[src/rtl/sram_arbiter_pkg.sv]
// Shared definitions for the SRAM arbiter and its neighbours: state encoding,
// default bus widths and a small port-select helper.
package sram_arbiter_pkg;

  localparam int ADDR_W_DEF      = 17;
  localparam int DATA_W_DEF      = 64;
  localparam int TIMEOUT_CYC_DEF = 31;

  typedef enum logic [1:0] {
    ST_IDLE = 2'd0,
    ST_WAIT = 2'd1,
    ST_RESP = 2'd2
  } state_e;

  // One-hot completion vector {ack1, ack0} for a granted port index.
  function automatic logic [1:0] port_onehot(input logic idx);
    logic [1:0] vec;
    if (idx) begin
      vec = 2'b10;
    end else begin
      vec = 2'b01;
    end
    return vec;
  endfunction

endpackage

[src/rtl/sram_arbiter_rr_arb2.sv]
// Two-way round-robin picker: on a tie the port that did not win last time
// is chosen; a lone requester always wins.
module rr_arb2 (
  input  logic [1:0] req,
  input  logic       last,
  output logic       winner,
  output logic       valid
);

  // Winner selection from the request pair and the previous winner.
  always_comb begin
    valid  = |req;
    winner = 1'b0;
    case (req)
      2'b01:   winner = 1'b0;
      2'b10:   winner = 1'b1;
      2'b11:   winner = ~last;
      default: winner = 1'b0;
    endcase
  end

endmodule

[src/rtl/sram_arbiter.sv]
// Shares one SRAM controller port between two requesters with round-robin
// arbitration, a single outstanding transaction and a handshake watchdog.
module sram_arbiter
  import sram_arbiter_pkg::*;
#(
  parameter int ADDR_W      = ADDR_W_DEF,
  parameter int DATA_W      = DATA_W_DEF,
  parameter int TIMEOUT_CYC = TIMEOUT_CYC_DEF
) (
  input  logic              clk,
  input  logic              rst,
  input  logic              req0,
  input  logic              req1,
  input  logic              we0,
  input  logic              we1,
  input  logic [ADDR_W-1:0] addr0,
  input  logic [ADDR_W-1:0] addr1,
  input  logic [DATA_W-1:0] wdata0,
  input  logic [DATA_W-1:0] wdata1,
  output logic              ack0,
  output logic              ack1,
  output logic              err,
  output logic [DATA_W-1:0] rdata,
  output logic              grant,
  output logic              busy,
  output logic              sram_req,
  output logic              sram_we,
  output logic [ADDR_W-1:0] sram_addr,
  output logic [DATA_W-1:0] sram_wdata,
  input  logic [DATA_W-1:0] sram_rdata,
  input  logic              sram_ready
);

  localparam int CNT_W = $clog2(TIMEOUT_CYC + 1);

  state_e              state_q, state_d;
  logic                last_q, last_d;
  logic                grant_q, grant_d;
  logic                ack0_q, ack0_d;
  logic                ack1_q, ack1_d;
  logic                err_q, err_d;
  logic                busy_q, busy_d;
  logic                sram_req_q, sram_req_d;
  logic                sram_we_q, sram_we_d;
  logic [ADDR_W-1:0]   sram_addr_q, sram_addr_d;
  logic [DATA_W-1:0]   sram_wdata_q, sram_wdata_d;
  logic [DATA_W-1:0]   rdata_q, rdata_d;
  logic [CNT_W-1:0]    cnt_q, cnt_d;

  logic                arb_winner_s;
  logic                arb_valid_s;

  rr_arb2 u_rr_arb2 (
    .req    ({req1, req0}),
    .last   (last_q),
    .winner (arb_winner_s),
    .valid  (arb_valid_s)
  );

  // Next-state, latch and counter logic; every output is computed one cycle
  // ahead so the ports are driven straight from flops.
  always_comb begin
    state_d      = state_q;
    last_d       = last_q;
    grant_d      = grant_q;
    ack0_d       = 1'b0;
    ack1_d       = 1'b0;
    err_d        = 1'b0;
    busy_d       = busy_q;
    sram_req_d   = sram_req_q;
    sram_we_d    = sram_we_q;
    sram_addr_d  = sram_addr_q;
    sram_wdata_d = sram_wdata_q;
    rdata_d      = rdata_q;
    cnt_d        = cnt_q;

    case (state_q)
      ST_IDLE: begin
        if (arb_valid_s) begin
          state_d    = ST_WAIT;
          grant_d    = arb_winner_s;
          last_d     = arb_winner_s;
          busy_d     = 1'b1;
          sram_req_d = 1'b1;
          cnt_d      = {CNT_W{1'b0}};
          if (arb_winner_s) begin
            sram_we_d    = we1;
            sram_addr_d  = addr1;
            sram_wdata_d = wdata1;
          end else begin
            sram_we_d    = we0;
            sram_addr_d  = addr0;
            sram_wdata_d = wdata0;
          end
        end else begin
          state_d = ST_IDLE;
        end
      end

      ST_WAIT: begin
        // A ready arriving on the limit cycle takes priority over the abort.
        if (sram_ready) begin
          state_d          = ST_RESP;
          sram_req_d       = 1'b0;
          {ack1_d, ack0_d} = port_onehot(grant_q);
          if (!sram_we_q) begin
            rdata_d = sram_rdata;
          end else begin
            rdata_d = rdata_q;
          end
        end else if (cnt_q == CNT_W'(TIMEOUT_CYC)) begin
          state_d          = ST_RESP;
          sram_req_d       = 1'b0;
          err_d            = 1'b1;
          rdata_d          = {DATA_W{1'b0}};
          {ack1_d, ack0_d} = port_onehot(grant_q);
        end else begin
          cnt_d = cnt_q + CNT_W'(1);
        end
      end

      ST_RESP: begin
        state_d = ST_IDLE;
        busy_d  = 1'b0;
      end

      default: begin
        state_d    = ST_IDLE;
        busy_d     = 1'b0;
        sram_req_d = 1'b0;
      end
    endcase
  end

  // State register with asynchronous reset; a reset mid-transaction drops
  // sram_req at once and suppresses the pending acknowledge.
  always_ff @(posedge clk or posedge rst) begin
    if (rst) begin
      state_q      <= ST_IDLE;
      last_q       <= 1'b1;
      grant_q      <= 1'b0;
      ack0_q       <= 1'b0;
      ack1_q       <= 1'b0;
      err_q        <= 1'b0;
      busy_q       <= 1'b0;
      sram_req_q   <= 1'b0;
      sram_we_q    <= 1'b0;
      sram_addr_q  <= {ADDR_W{1'b0}};
      sram_wdata_q <= {DATA_W{1'b0}};
      rdata_q      <= {DATA_W{1'b0}};
      cnt_q        <= {CNT_W{1'b0}};
    end else begin
      state_q      <= state_d;
      last_q       <= last_d;
      grant_q      <= grant_d;
      ack0_q       <= ack0_d;
      ack1_q       <= ack1_d;
      err_q        <= err_d;
      busy_q       <= busy_d;
      sram_req_q   <= sram_req_d;
      sram_we_q    <= sram_we_d;
      sram_addr_q  <= sram_addr_d;
      sram_wdata_q <= sram_wdata_d;
      rdata_q      <= rdata_d;
      cnt_q        <= cnt_d;
    end
  end

  assign ack0       = ack0_q;
  assign ack1       = ack1_q;
  assign err        = err_q;
  assign rdata      = rdata_q;
  assign grant      = grant_q;
  assign busy       = busy_q;
  assign sram_req   = sram_req_q;
  assign sram_we    = sram_we_q;
  assign sram_addr  = sram_addr_q;
  assign sram_wdata = sram_wdata_q;

endmodule

[config.mk]
export PLATFORM = sky130hd
export DESIGN_NAME = sram_arbiter
export DESIGN_NICKNAME = d
export VERILOG_FILES = /design/src/rtl/sram_arbiter_pkg.sv /design/src/rtl/sram_arbiter_rr_arb2.sv /design/src/rtl/sram_arbiter.sv
export SDC_FILE = /design/constraint.sdc
export NUM_CORES = 1
export LEC_CHECK = 0
export BUFFER_PORTS_ARGS = -buffer_cell sky130_fd_sc_hd__buf_2
export CAP_MARGIN = 20
export CORE_AREA = 5 5 148 150
export CTS_CLUSTER_SIZE = 12
export DETAILED_ROUTE_END_ITERATION = 10
export DIE_AREA = 0 0 153 155
export SLEW_MARGIN = 25
export SYNTH_ARGS = -nofsm -noshare
export SYNTH_HDL_FRONTEND = slang
export SYNTH_HIERARCHICAL = 1
export SYNTH_SLANG_ARGS = --single-unit
[constraint.sdc]
create_clock -name clk -period 8.4 [get_ports clk]
set_input_delay 1.68 -clock clk [delete_from_list [all_inputs] [get_ports clk]]
set_output_delay 1.68 -clock clk [all_outputs]
set_load 0.02 [all_outputs]
---- After elaboration in Yosys (flattened, before gate mapping) ----
Index checks and enable logic that the tools add are counted.
W data, S select, Z words.
cells by class
  add/subtract/negate cells ............... 1
  eq/ne operators ......................... 10
  multiplexer cells ....................... 30
  bitwise logic cells ..................... 3
  reductions and logical operators ........ 9
operator list
  operator               count
  $mux W64               4
  $mux W17               1
  $mux W5                3
  $mux W1                14
  $pmux W5 S2            1
  $ne A2 B2 Y1 const B   4
  $eq A2 B2 Y1 const B   3
  $mux W2                3
  $reduce_and A3 Y1      2
  $add A5 B1 Y5 const B  1
  $eq A5 B5 Y1 const B   1
  $pmux W1 S2            2
  $pmux W2 S2            1
  $reduce_and A2 Y1      2
  $reduce_and A4 Y1      1
  $reduce_bool A2 Y1     2
  $ne A3 B3 Y1 const B   1
  $not A1 Y1             3
  $pmux W1 S3            1
  $eq A2 B1 Y1 const B   1
  $logic_not A2 Y1       1
  $reduce_or A2 Y1       1
word-level totals
  register bits ........................... 160
  input port bits ......................... 233
  output and inout port bits .............. 152
  logic and storage cells ................. 66

---- Depth between registers and ports, before layout ----
  depth after elaboration ................. 4
  mapped depth ............................ 7
  depth with buffers taken out ............ 6

---- Cells and area by module ----
Netlist, hierarchy kept.
by module, submodules not included
  module        instances  cells each  area an instance (um^2)  sequential area each (um^2)
  sram_arbiter  1          553         6603.8                   4005.1
  rr_arb2       1          2           13.8                     0.0

---- Worst setup path after synthesis ----
OpenSTA, ideal clock, no wires.
  path kind ............................... input -> register
  start ................................... input req1
  end ..................................... register sram_wdata_q[11], in the netlist sram_wdata[11]
  library setup time ...................... 0.134 ns
  arrival ................................. 2.695 ns
  data required time ...................... 8.266 ns
  path slack .............................. 5.571 ns
  stages .................................. 7
  path buffers ............................ 3
  cells stage by stage .................... or2_1 -> or3b_4 -> buf_6 -> buf_6 -> buf_6 -> nand2_1 -> o21ai_0
on the way
  word-level cells in the longest chain between the ends .. 3
  elaborated cells between the ends (all ways) .. 6
  those cells by class .................... eq/ne: 2; mux: 2; reduce/logical: 2
ends and longest elaborated chain
  item                  line                        text
  start, declared       sram_arbiter.sv:13          input logic req1,
  $eq A2 B2 Y1          sram_arbiter_rr_arb2.sv:14  case (req)
  $pmux W1 S2           sram_arbiter_rr_arb2.sv:14
  $mux W64              sram_arbiter.sv:86          if (arb_winner_s) begin
  end signal, assigned  sram_arbiter.sv:149         sram_wdata_q <= {DATA_W{1'b0}};
  end signal, assigned  sram_arbiter.sv:163         sram_wdata_q <= sram_wdata_d;
  end, declared         sram_arbiter.sv:46          logic [DATA_W-1:0] sram_wdata_q, sram_wdata_d;
Several ways; a longest one is shown, not always the timed one.
A chain may end at the register's enable or synchronous reset.

---- Final worst setup path ----
  start ................................... input req1
  end ..................................... register sram_wdata_q[14], in the netlist sram_wdata[14]
on the way
  elaborated cells between the ends (all ways) .. 6
  those cells by class .................... eq/ne: 2; mux: 2; reduce/logical: 2
RTL lines
  item                                line                        text
  $reduce_or A2 Y1                    sram_arbiter_rr_arb2.sv:12  valid = |req;
  net arb_valid_s                     sram_arbiter.sv:51          logic arb_valid_s;
  $reduce_and A2 Y1 (no source line)  --
The timed path passes the listed nets, and every way through them passes these cells.

==> impl_metrics.csv <==
group,metric,value,unit
outcome,status,"complete, no violations",
place,pre_cts_ws,4.42,ns
synthesis,netlist-cell-type-count,31,
final_layout,nNetsFinal,1159,
floorplan,die-area,23700,um2
setup_path,timing.critical_path.fanout_max,96,
detailed_routing,routed_wirelength,19500,um
floorplan,die_w,153,um
power_and_ir_drop,pwr_density_cell,389,nW/um2
timing,timing.setup.tns,0,ns
global_routing,wire_length_of_the_first_global_routing_pass,30800,um
synthesis,mappedNetlistNets,790,
setup_path,worst_setup_path_end_kind,"register",
timing,max-slew-margin-rel,0.366,
clock_network,clock-root-buffer,"clkbuf_16",
timing,fmaxAchievable,285,MHz
setup_path,worst-setup-path-type,"in -> reg",
synthesis,postSynthAreaPerCell,11.9,um2
clock_network,cts-buffers-inserted,17,
power_and_ir_drop,peakVddDrop,0.000128,V
final_layout,antenna-diode-count,0,
place,post_dp_cell_area,8740,um2
final_layout,finalInstanceArea,9330,um2
final_layout,number_of_fill_cells_in_the_layout,1991,
global_routing,initial_antenna_violation_count,0,
power_and_ir_drop,power.static_leakage,4.97,nW
final_layout,share_of_cells_above_drive_strength_1,0.457,
synthesis,async_flop_share,1.00,
setup_path,timing.critical_path.required,8.65,ns
clock_network,worst_skew_pair.late_latency,0.42,ns
synthesis,synth_top_cell_area_share,0.601,
clock_network,post_cts.resized_instances,0,
place,place_congestion,0.787,
clock_network,clkSlewWorstSetupHoldPaths,0.06,ns
clock_network,max-clock-path-buffers,2,
global_routing,grt_pass1_vias,5749,
detailed_routing,drcViolationCount,0,
clock_network,cts_tree,"yes",
worst_hold_path,class_of_the_tightest_hold_or_removal_check,"reg -> reg",
floorplan,core_area,20600,um2
synthesis,netlist_area,6620,um2
global_routing,track_usage,0.161,
timing,final_critical_path_setup_slack,4.89,ns
clock_network,cts.repair_timing.setup_buffer_count,0,
synthesis,synth-edff-count,0,
clock_network,cts.sinks,160,
global_routing,pin_count_of_the_biggest_net_entering_global_routing,97,
setup_path,worstRegToRegCells,7,
clock_network,htreeDepth,4,
timing,worst_slew_pin_slew,0.952,ns
floorplan,io-pin-count,385,
timing,final_max_slew_viol_count,0,
synthesis,ys_seq_area_frac,0.605,
detailed_routing,drt-vias-per-instance,4.53,
detailed_routing,routed_wirelength_normalized_by_instance_count,16.1,um
clock_network,cts_hold_repair.buffers,0,
synthesis,synth_largest_area_cell,"dfrtp_1",
synthesis,yosys_warnings,6,
floorplan,initial_core_util,0.322,
detailed_routing,detailedRoute.firstPassIterationCount,4,
floorplan,dieHeight,155,um
timing,period_minus_slack,3.51,ns
timing,grt_setup_unrepaired,"false",
setup_path,startpoint_type,"primary input",
timing,layout_worst_path_cycle_share,0.417,
global_routing,global_route.overflow_total,0,
place,port_buffers,384,
timing,report.final.hold_viol_count,0,
synthesis,yosys_register_bits,160,
timing,setup_violations,0,
synthesis,synth_flop_cell,"dfrtp_1",
place,place_hpwl,14800,um
setup_path,worst-endpoint-arrival,3.76,ns
floorplan,floorplan.rows,53,
final_layout,syn_to_final_growth,41.0,%
detailed_routing,vias_post_dr,5489,
run,max-cap-violations,0,
timing,worst_clk_skew,0.0112,ns
synthesis,synth_cells,555,
detailed_routing,detailedRoute.firstIterationViolations,206,
synthesis,post_synth_main_area_contributors,"dfrtp_1 60%, mux2i_1 12%, a22o_1 8.9%",
worst_hold_path,min_path_cells,2,
detailed_routing,antenna_left,0,
stage by stage:
| step | util | std cells | hold slack, ns | total power, mW |
|---|---|---|---|---|
| finish | 0.454 | 1212 | 0.475 | 3.63 |
| global route | 0.454 | 1212 | 0.498 | 3.89 |
| CTS | 0.454 | 1212 | 0.480 | 3.70 |
| detailed placement | 0.425 | 1180 | 0.465 | 2.90 |
| global placement | 0.425 | 1180 | 0.457 | 2.88 |
| floorplan | - | 555 | 0.439 | 2.33 |
cell usage in the layout (no fill, tap or decap), drive strengths merged, types with 4 or more instances in the layout:
cell type,Yosys,routed
inv,3,8
o21ai,84,84
dfrtp,159,159
a22o,67,67
nand2,89,89
mux2i,82,82
nor2,4,4
clkbuf,13,20
buf,27,390
cell usage after synthesis, types with 2 or more instances:
cell	number
ha_1	2
nand2_1	89
clkbuf_1	13
nor2b_1	3
and2_1	3
inv_1	3
buf_6	6
o21ai_0	71
dfrtp_1	159
mux2_2	2
mux2i_1	82
nor3b_1	2
o21ai_1	13
a22o_1	67
buf_2	21
nor2_1	4
cell type report:
| class | count | area, um2 | area share |
|---|---|---|---|
| multi-input combinational | 352 | 2400 | 0.258 |
| sequential | 160 | 4010 | 0.429 |
| clock buffer | 20 | 447 | 0.0479 |
| inverter | 3 | 16.3 | 0.00174 |
| tap | 275 | 344 | 0.0369 |
| timing repair buffer | 390 | 1970 | 0.211 |
| clock inverter | 12 | 148 | 0.0158 |
worst paths after layout:
kind	to	slack, ns	startpoint
worst max-delay path	sram_wdata[14]	4.89	req1
worst min-delay path	sram_wdata[11]	0.47	sram_wdata[11]
worst max register to register	rdata[43]	5.98	cnt_q[0]
worst min register to register	sram_wdata[11]	0.47	sram_wdata[11]
max in group asynchronous	rdata[42]	5.78	rst
min in group asynchronous	rdata[32]	1.38	rst
state kept, by name, indices dropped and copies added, names as in the netlist, 2 cells and up:
name / cells
state_q: 2
cnt_q: 5
rdata: 64
sram_wdata: 64
sram_addr: 17
critical path, stage by stage:
cell,delay (ns)
buf_2,0.11
or2_1,0.26
or3b_4,0.68
buf_4,0.75
o21ai_0,0.22
routing by layer:
| layer | part of all wire | global-route usage | vias to the layer above |
|---|---|---|---|
| met3 | 0.092 | 0.0620 | 19 |
| met4 | 0.011 | 0.0437 | 0 |
| met5 | 0 | 0 | - |
| li1 | - | - | 2723 |
| met1 | 0.42 | 0.200 | 2496 |
| met2 | 0.48 | 0.265 | 251 |
power breakdown:
group / internal (mW) / total, mW / switching (mW)
Sequential: 1.13 / 1.32 / 0.189
Combinational: 0.559 / 1.54 / 0.977
Clock: 0.453 / 0.779 / 0.325
cell families after synthesis:
| logic type | after synthesis | share of synthesized area |
|---|---|---|
| buffers and inverters | 43 | 0.0352 |
| and+or+nand+nor | 109 | 0.0692 |
| DFF | 160 | 0.605 |
| AOI/OAI and AO/OA | 157 | 0.159 |
| muxes | 84 | 0.127 |
| adders and majority gates | 2 | 0.00378 |
Note: power is estimated with default switching activity, not from simulation.
